`config.mk`:
```
export PLATFORM = sky130hd
export DESIGN_NAME = parking_capacity_tracker
export DESIGN_NICKNAME = d
export VERILOG_FILES = /design/src/rtl/parking_capacity_tracker.sv
export SDC_FILE = /design/constraint.sdc
export NUM_CORES = 1
export LEC_CHECK = 0
export CAP_MARGIN = 0
export CORE_MARGIN = 4
export CORE_UTILIZATION = 35
export CTS_CLUSTER_DIAMETER = 40
export DETAILED_ROUTE_END_ITERATION = 12
export GPL_TIMING_DRIVEN = 0
export PLACE_DENSITY_LB_ADDON = 0.15
export SYNTH_ARGS = -nofsm -noshare
export SYNTH_HDL_FRONTEND = slang
export SYNTH_SLANG_ARGS = --single-unit
```
`constraint.sdc`:
```
create_clock -name clk -period 12.9 [get_ports clk]
set_clock_uncertainty 0.1 [all_clocks]
set_input_delay 1.935 -clock clk [delete_from_list [all_inputs] [get_ports clk]]
set_output_delay 1.935 -clock clk [all_outputs]
set_load 0.02 [all_outputs]
```
`src/rtl/parking_capacity_tracker.sv`:
```
// parking_capacity_tracker: debounced spot occupancy, pending-entry tracking and
// entry-gate request/grant/deny handshake for a NUM_SPOTS parking lot.
//
// Ports:
//   clk, rst_n          system clock (rising edge), async active-low reset
//   spot_raw            raw spot sensors, 1 = car present
//   entry_req           level request from a car waiting at the entry gate
//   entry_gnt           gate open, held until entry_req falls
//   entry_deny          lot full, held until entry_req falls
//   spot_occ            debounced occupancy vector
//   occ_cnt             registered popcount of spot_occ
//   pend_cnt            granted cars that have not parked yet
//   free_cnt            NUM_SPOTS - occ_cnt - pend_cnt, floored at 0
//   full, empty         free_cnt == 0 / nothing occupied or pending
// Optional (define CAPACITY_STATS_EN):
//   stats_clr           synchronous clear of the statistics (wins over updates)
//   peak_occ            highest occ_cnt since reset/clear
//   deny_cnt            saturating count of DENY entries
module parking_capacity_tracker #(
    parameter int NUM_SPOTS = 8,
    parameter int DEB_CYC   = 4,
    localparam int CNT_W    = $clog2(NUM_SPOTS + 1)
) (
    input  logic                 clk,
    input  logic                 rst_n,
    input  logic [NUM_SPOTS-1:0] spot_raw,
    input  logic                 entry_req,
`ifdef CAPACITY_STATS_EN
    input  logic                 stats_clr,
    output logic [CNT_W-1:0]     peak_occ,
    output logic [15:0]          deny_cnt,
`endif
    output logic                 entry_gnt,
    output logic                 entry_deny,
    output logic [NUM_SPOTS-1:0] spot_occ,
    output logic [CNT_W-1:0]     occ_cnt,
    output logic [CNT_W-1:0]     pend_cnt,
    output logic [CNT_W-1:0]     free_cnt,
    output logic                 full,
    output logic                 empty
);

    localparam logic [1:0] ST_IDLE  = 2'd0;
    localparam logic [1:0] ST_GRANT = 2'd1;
    localparam logic [1:0] ST_DENY  = 2'd2;

    localparam logic [7:0]     DEB_LAST = 8'(DEB_CYC - 1);
    localparam logic [CNT_W-1:0] N_CNT  = CNT_W'(NUM_SPOTS);
    localparam logic [CNT_W:0]   N_X    = (CNT_W + 1)'(NUM_SPOTS);

    function automatic logic [CNT_W-1:0] popcnt(input logic [NUM_SPOTS-1:0] v);
        logic [CNT_W-1:0] c;
        c = '0;
        for (int i = 0; i < NUM_SPOTS; i++) begin
            c = c + CNT_W'(v[i]);
        end
        return c;
    endfunction

    logic [NUM_SPOTS-1:0] r_stable;
    logic [NUM_SPOTS-1:0] r_counted;
    logic [7:0]           r_deb_cnt [NUM_SPOTS];
    logic [CNT_W-1:0]     r_occ_cnt;
    logic [CNT_W-1:0]     r_pend_cnt;
    logic [1:0]           r_state;
    logic                 r_gnt;
    logic                 r_deny;

    logic [CNT_W-1:0] w_occ_nxt;
    logic [CNT_W-1:0] w_park;
    logic [CNT_W:0]   w_used;
    logic [CNT_W-1:0] w_free;
    logic [CNT_W:0]   w_pend_up;
    logic [CNT_W:0]   w_pend_dn;
    logic [CNT_W-1:0] w_pend_nxt;
    logic             w_idle_req;
    logic             w_grant;
    logic             w_to_deny;
    logic [1:0]       w_state_nxt;

    // Per-spot debounce: stable flips only after DEB_CYC consecutive
    // samples that disagree with it.
    always_ff @(posedge clk or negedge rst_n) begin
        if (!rst_n) begin
            r_stable <= '0;
            for (int i = 0; i < NUM_SPOTS; i++) begin
                r_deb_cnt[i] <= '0;
            end
        end else begin
            for (int i = 0; i < NUM_SPOTS; i++) begin
                if (spot_raw[i] == r_stable[i]) begin
                    r_deb_cnt[i] <= '0;
                end else if (r_deb_cnt[i] == DEB_LAST) begin
                    r_stable[i]  <= ~r_stable[i];
                    r_deb_cnt[i] <= '0;
                end else begin
                    r_deb_cnt[i] <= r_deb_cnt[i] + 8'd1;
                end
            end
        end
    end

    // r_counted is the vector occ_cnt currently reflects; parks are
    // counted on the same edge occ_cnt picks them up, so free_cnt
    // never sees a car both pending and parked.
    assign w_occ_nxt = popcnt(r_stable);
    assign w_park    = popcnt(r_stable & ~r_counted);

    assign w_used = {1'b0, r_occ_cnt} + {1'b0, r_pend_cnt};
    assign w_free = (w_used >= N_X) ? '0 : CNT_W'(N_X - w_used);

    assign w_idle_req = (r_state == ST_IDLE) && entry_req;
    assign w_grant    = w_idle_req && (w_free != '0);
    assign w_to_deny  = w_idle_req && (w_free == '0);

    assign w_pend_up  = {1'b0, r_pend_cnt} + {{CNT_W{1'b0}}, w_grant};
    assign w_pend_dn  = (w_pend_up > {1'b0, w_park})
                      ? w_pend_up - {1'b0, w_park} : '0;
    assign w_pend_nxt = (w_pend_dn > N_X) ? N_CNT : w_pend_dn[CNT_W-1:0];

    always_comb begin
        w_state_nxt = r_state;
        case (r_state)
            ST_IDLE: begin
                if (w_grant) begin
                    w_state_nxt = ST_GRANT;
                end else if (w_to_deny) begin
                    w_state_nxt = ST_DENY;
                end
            end
            ST_GRANT, ST_DENY: begin
                if (!entry_req) begin
                    w_state_nxt = ST_IDLE;
                end
            end
            default: w_state_nxt = ST_IDLE;
        endcase
    end

    always_ff @(posedge clk or negedge rst_n) begin
        if (!rst_n) begin
            r_counted  <= '0;
            r_occ_cnt  <= '0;
            r_pend_cnt <= '0;
            r_state    <= ST_IDLE;
            r_gnt      <= 1'b0;
            r_deny     <= 1'b0;
        end else begin
            r_counted  <= r_stable;
            r_occ_cnt  <= w_occ_nxt;
            r_pend_cnt <= w_pend_nxt;
            r_state    <= w_state_nxt;
            r_gnt      <= (w_state_nxt == ST_GRANT);
            r_deny     <= (w_state_nxt == ST_DENY);
        end
    end

`ifdef CAPACITY_STATS_EN
    logic [CNT_W-1:0] r_peak;
    logic [15:0]      r_deny_cnt;

    always_ff @(posedge clk or negedge rst_n) begin
        if (!rst_n) begin
            r_peak     <= '0;
            r_deny_cnt <= '0;
        end else if (stats_clr) begin
            r_peak     <= '0;
            r_deny_cnt <= '0;
        end else begin
            if (w_occ_nxt > r_peak) begin
                r_peak <= w_occ_nxt;
            end
            if (w_to_deny && (r_deny_cnt != 16'hFFFF)) begin
                r_deny_cnt <= r_deny_cnt + 16'd1;
            end
        end
    end

    assign peak_occ = r_peak;
    assign deny_cnt = r_deny_cnt;
`endif

    assign spot_occ   = r_stable;
    assign occ_cnt    = r_occ_cnt;
    assign pend_cnt   = r_pend_cnt;
    assign free_cnt   = w_free;
    assign full       = (w_free == '0);
    assign empty      = (r_occ_cnt == '0) && (r_pend_cnt == '0);
    assign entry_gnt  = r_gnt;
    assign entry_deny = r_deny;

endmodule

```
---- Word level (Yosys, flattened, before mapping) ----
Index checks and enable logic that the tools add are counted.
word-level totals
  output and inout bits ................... 24
  logic and storage cells ................. 130
  register bits after elaboration ......... 92
  input bits .............................. 11
operators by class
  magnitude comparators ................... 3
  equal/unequal tests ..................... 20
  muxes and demuxes ....................... 23
  bitwise operators ....................... 18
  add/subtract/negate cells ............... 26
  reduce and logical (&&, ||, !) cells .... 18
operators by type and width
  kind                                                               number
  two-way mux 8 bit                                                  16
  adder 8 x 1 -> 8 bit, second input constant                        8
  equality test 8 x 2 -> 1 bit, second input constant                8
  adder 4 x 1 -> 4 bit                                               8
  inverter 1 bit                                                     16
  AND reduction 2 bit                                                8
  logical NOT 4 bit                                                  3
  adder 3 x 1 -> 4 bit                                               2
  bitwise AND 8 bit                                                  1
  equality test 1 bit                                                8
  two-way mux 4 bit                                                  2
  inverter 8 bit                                                     1
  adder 2 x 1 -> 3 bit                                               2
  two-way mux 2 bit                                                  3
  adder 4 x 1 -> 5 bit                                               1
  adder 4 x 4 -> 5 bit                                               1
  greater-or-equal comparator 5 x 4 -> 1 bit, second input constant  1
  > comparator 5 x 4 -> 1 bit                                        1
  > comparator 5 x 4 -> 1 bit, second input constant                 1
  two-way mux 5 bit                                                  1
  subtractor 5 x 4 -> 5 bit                                          1
  adder 1 x 1 -> 2 bit                                               2
  equality test 2 x 1 -> 1 bit, second input constant                2
  equality test 2 bit, second input constant                         2
  6 further kinds                                                    9

---- Longest topological paths before layout ----
  word-level depth ........................ 13
  mapped depth ............................ 18
  gate-level depth less buffers ........... 18

---- Worst setup path before layout ----
Ideal clock, no wire load.
  kind .................................... input to register
  start point ............................. input port entry_req
  end point ............................... register r_pend_cnt[0] (netlist: pend_cnt[0])
  required time ........................... 12.667 ns
  setup time .............................. 0.133 ns
  slack ................................... 8.457 ns
  stages .................................. 12
  arrival ................................. 4.210 ns
  cells stage by stage .................... clkbuf_1 -> nand2_1 -> or2_2 -> inv_1 -> ha_1 -> ha_1 -> ha_1 -> nor2b_1 -> o21ai_0 -> a221oi_1 -> o21ai_0 -> a21oi_1
on the way
  word-level cells in the longest chain between the ends .. 7
  elaborated cells on any way between the ends .. 8
  those cells by class .................... add/sub (2); order compare (2); mux (2); reduce/logical (2)
RTL lines
  element                                                                   RTL line  RTL
  start, declared                                                           27        input logic entry_req,
  logical AND 1 bit *                                                       112       assign w_idle_req = (r_state == ST_IDLE) && entry_req;
  logical AND 1 bit *                                                       113       assign w_grant = w_idle_req && (w_free != '0);
  adder 4 x 1 -> 5 bit *                                                    116       assign w_pend_up = {1'b0, r_pend_cnt} + {{CNT_W{1'b0}}, w_grant};
  subtractor 5 x 4 -> 5 bit or > comparator 5 x 4 -> 1 bit (tied branches)  118, 117
  two-way mux 5 bit *                                                       118       ? w_pend_up - {1'b0, w_park} : '0;
  > comparator 5 x 4 -> 1 bit                                               119       assign w_pend_nxt = (w_pend_dn > N_X) ? N_CNT : w_pend_dn[CNT_W-1:0];
  two-way mux 4 bit *                                                       119
  via w_pend_nxt[0]                                                         75        logic [CNT_W-1:0] w_pend_nxt;
  end signal, assigned                                                      151       r_pend_cnt <= w_pend_nxt;
  end, declared                                                             64        logic [CNT_W-1:0] r_pend_cnt;
The timed path passes the listed nets; every way through them passes the cells marked *.
A chain may end at the register's enable or synchronous reset.

---- Worst setup path after layout ----
  start point ............................. register r_pend_cnt[0] (netlist: pend_cnt[0])
  end point ............................... output port full
on the way
  word-level cells in the longest chain between the ends .. 4
  elaborated cells on any way between the ends .. 5
  those cells by class .................... add/sub (2); order compare (1); mux (1); reduce/logical (1)
RTL lines
  element                                                                         RTL line  RTL
  adder 4 x 4 -> 5 bit *                                                          109       assign w_used = {1'b0, r_occ_cnt} + {1'b0, r_pend_cnt};
  subtractor 4 bit or greater-or-equal comparator 5 x 4 -> 1 bit (tied branches)  110       assign w_free = (w_used >= N_X) ? '0 : CNT_W'(N_X - w_used);
  two-way mux 4 bit *                                                             110
  logical NOT 4 bit *                                                             187       assign full = (w_free == '0);
  end, declared                                                                   39        output logic full,
Mark *: on every way between the ends. The rest lies on a longest branch, timed or not.

==> run_summary.xml <==
<?xml version="1.0" encoding="UTF-8"?>
<metrics>
  <group name="outcome">
    <metric name="status" unit="">completed</metric>
  </group>
  <group name="synthesis">
    <metric name="synth.largest_area_cell" unit="">dfrtp_1</metric>
    <metric name="number_of_distinct_standard_cells_referenced_by_the_synthesized_netlist" unit="">37</metric>
    <metric name="yosys-top-cells-area" unit="">dfrtp_1, xor2_1, ha_1, nor2_1, fa_1</metric>
    <metric name="yosys_register_bits" unit="">92</metric>
    <metric name="synthesis.area_per_instance" unit="um^2">10.6</metric>
    <metric name="syn_nets" unit="">498</metric>
    <metric name="post_synth_inst_count" unit="">450</metric>
    <metric name="synthesis.area" unit="mm^2">0.00476</metric>
    <metric name="ys.warnings.count" unit="">0</metric>
    <metric name="synth_largest_type_area_fraction" unit="%">48.3</metric>
    <metric name="synth_seq_area_share" unit="%">48.3</metric>
  </group>
  <group name="clock_network">
    <metric name="sink_count_of_the_clock_tree" unit="">92</metric>
    <metric name="worst_setup_hold_path_clk_slew" unit="ps">70</metric>
    <metric name="cts_buffer_depth" unit="">2</metric>
    <metric name="tritoncts" unit="">done</metric>
    <metric name="holdBufCountCts" unit="">0</metric>
    <metric name="cts_repair_resize_count" unit="">0</metric>
    <metric name="clock_latency" unit="ps">340</metric>
    <metric name="cts_buffers" unit="">9</metric>
    <metric name="post_cts_buffers" unit="">0</metric>
    <metric name="clk_root_buffer_cell" unit="">clkbuf_16</metric>
    <metric name="cts.htree.levels" unit="">3</metric>
  </group>
  <group name="power">
    <metric name="peakVddDrop" unit="mV">0.129</metric>
    <metric name="power.density_cell_area" unit="mW/mm^2">277</metric>
    <metric name="power.leakage" unit="nW">2.65</metric>
  </group>
  <group name="final_layout">
    <metric name="layout-area-overhead-vs-synth" unit="%">17.9</metric>
    <metric name="layout-drive-gt1-share" unit="%">7.00</metric>
    <metric name="layout.filler_cells" unit="">1294</metric>
    <metric name="nNetsFinal" unit="">543</metric>
    <metric name="commonest_cells_after_routing_fill_and_taps_aside" unit="">dfrtp_1, nor2_1, xor2_1</metric>
    <metric name="layout.cells.most_common" unit="">dfrtp_1</metric>
    <metric name="finish.utilization" unit="%">42.2</metric>
    <metric name="antennaDiodeCount" unit="">0</metric>
    <metric name="final-instance-count-excl-fill" unit="">676</metric>
  </group>
  <group name="setup_path">
    <metric name="worstPathMaxFanout" unit="">4</metric>
    <metric name="worst-setup-path-type" unit="">flip-flop to primary output</metric>
    <metric name="worst-r2r-cell-count" unit="">14</metric>
    <metric name="cp.arrival" unit="ps">3160</metric>
    <metric name="critical_path.startpoint_type" unit="">flip-flop</metric>
    <metric name="worst_ep_required_time" unit="ps">10860</metric>
    <metric name="endpoint_class_of_the_critical_path" unit="">primary output</metric>
  </group>
  <group name="run">
    <metric name="max_cap_viol_count" unit="">0</metric>
  </group>
  <group name="place">
    <metric name="dp.final_hpwl" unit="mm">6.33</metric>
    <metric name="place.detailed.instances" unit="">660</metric>
    <metric name="globalplace.congestion" unit="">0.774</metric>
    <metric name="portBuffers" unit="">33</metric>
  </group>
  <group name="global_route">
    <metric name="wire_length_of_the_first_global_routing_pass" unit="mm">15.5</metric>
    <metric name="first_global_vias" unit="">3373</metric>
    <metric name="largest_net_degree_at_the_start_of_global_routing" unit="">53</metric>
    <metric name="grt_usage" unit="%">11.9</metric>
    <metric name="antenna_violations_before_repair" unit="">0</metric>
    <metric name="globalRouteOverflowTotal" unit="">0</metric>
  </group>
  <group name="routing">
    <metric name="routed_wirelength_normalized_by_instance_count" unit="um">12.7</metric>
    <metric name="drt_iter0_drc" unit="">132</metric>
    <metric name="drt-vias-per-instance" unit="">4.78</metric>
    <metric name="via_count" unit="">3230</metric>
    <metric name="detail_route.drc_violations" unit="">0</metric>
    <metric name="drt-pass1-iter-count" unit="">6</metric>
    <metric name="routed_wirelength" unit="mm">8.59</metric>
    <metric name="final_antenna_net_count" unit="">0</metric>
  </group>
  <group name="timing">
    <metric name="report.final.slew_viol_count" unit="">0</metric>
    <metric name="setup-tns-final" unit="ps">0</metric>
    <metric name="maximum_clock_frequency" unit="MHz">192</metric>
    <metric name="finalSetupViolCount" unit="">0</metric>
    <metric name="finalCriticalPeriod" unit="ps">5200</metric>
    <metric name="finalHoldWorstSlack" unit="ps">390</metric>
    <metric name="slew_headroom" unit="%">62.5</metric>
    <metric name="grt_setup_unrepaired" unit="">no</metric>
    <metric name="final-hold-violation-count" unit="">0</metric>
    <metric name="finalCritPeriodShare" unit="%">40.3</metric>
    <metric name="worst_pin_slew" unit="ps">563</metric>
  </group>
  <group name="floorplan">
    <metric name="initial_core_util" unit="%">35.8</metric>
    <metric name="die_height" unit="um">125</metric>
    <metric name="dieWidth" unit="um">125</metric>
    <metric name="fp-row-count" unit="">42</metric>
    <metric name="boundaryPins" unit="">35</metric>
    <metric name="floorplan.die_area" unit="mm^2">0.0155</metric>
    <metric name="fp.coreArea" unit="mm^2">0.0133</metric>
  </group>
  <group name="worst_hold_path">
    <metric name="timing.hold.worst_path_depth" unit="">1</metric>
    <metric name="hold_class" unit="">flip-flop to flip-flop</metric>
  </group>
</metrics>
==> synthesized netlist by cell type (all sizes together) <==
cell and count:
a31oi 1, xor2 46, nor4b 7, or4b 3
a221oi 2, dfrtp 92, nor2 64, or2 3
nand3 38, nand4 1, o21ai 5, and2 2
and3 26, o21bai 1, nand2b 7, ha 27
and4 1, nor3 9, xnor2 17, o211ai 2
fa 10, o21ba 1, a21oi 12, a21o 1
nor3b 1, or4 5, mux2 8, nand2 21
a32oi 1, mux2i 1, nor2b 4, and3b 1
clkbuf 1, inv 29
==> per-layer routing <==
| metal | routed length [um] | up-vias | global-route usage (%) |
|---|---|---|---|
| met5 | 0 | - | 0 |
| met4 | 122 | 0 | 3.87 |
| met3 | 359 | 11 | 3.34 |
| met2 | 4020 | 47 | 19.5 |
| met1 | 4090 | 1560 | 15.3 |
| li1 | - | 1612 | - |
==> layout make-up <==
type	instances	area, um^2	share of cell area [%]
clock inverters	7	51.3	0.913
inverters	29	109	1.94
plain buffers	1	3.75	0.0668
multi-input cells	328	2350	41.8
flip-flops and latches	92	2300	41.0
well taps	176	220	3.92
clock buffers	9	225	4.01
repair buffers	34	355	6.33
==> per-stage QoR <==
step | area [um^2] | total power, W | setup slack [ps]
finish | 5620 | 0.00156 | 7700
global route | 5620 | 0.00173 | 7540
CTS | 5620 | 0.00159 | 7680
detailed placement | 5340 | 0.00133 | 8050
global placement | 5320 | 0.00130 | 6240
floorplan | 4760 | 0.00107 | 8460
==> state kept, by name, indices dropped and copies added (netlist names) <==
name and cells:
r_deb_cnt 64, r_counted 8, spot_occ 8, occ_cnt 4, pend_cnt 4, r_state 2, entry_deny 1, entry_gnt 1
==> worst max-delay path, stage by stage, from the launching register on <==
cell and delay [ps]:
dfrtp_1 430, ha_1 220, inv_1 70, fa_1 460, ha_1 320, nor4b_1 330, mux2i_1 130, o211ai_1 180
clkdlybuf4s50_1 670
==> power breakdown <==
| group | switching (W) | total [W] | internal (W) |
|---|---|---|---|
| sequential | 0.0000725 | 0.000436 | 0.000363 |
| combinational | 0.000479 | 0.000878 | 0.000399 |
| clock | 0.000112 | 0.000243 | 0.000131 |
| total | 0.000664 | 0.00156 | 0.000893 |
==> path summary, 6_finish.rpt <==
path	startpoint	to	slack [ps]
min in group asynchronous	rst_n	r_state[1]	1480
max in group asynchronous	rst_n	r_counted[2]	10590
max reg2reg	spot_occ[0]	pend_cnt[0]	8180
max	pend_cnt[0]	full	7700
min reg2reg	r_deb_cnt[48]	r_deb_cnt[48]	390
min	r_deb_cnt[48]	r_deb_cnt[48]	390
==> cell families (layout without fill, tap and decap cells) <==
| family | count (synthesis) | count (layout) | synth area share [%] |
|---|---|---|---|
| compound gates | 26 | 26 | 3.31 |
| xor+xnor | 63 | 63 | 11.6 |
| fa+ha+maj | 37 | 37 | 11.3 |
| buf+inv | 30 | 80 | 2.36 |
| flops | 92 | 92 | 48.3 |
| mux | 9 | 9 | 2.34 |
| simple gates | 193 | 193 | 20.8 |
No activity file was read; power rests on OpenSTA's default activity.
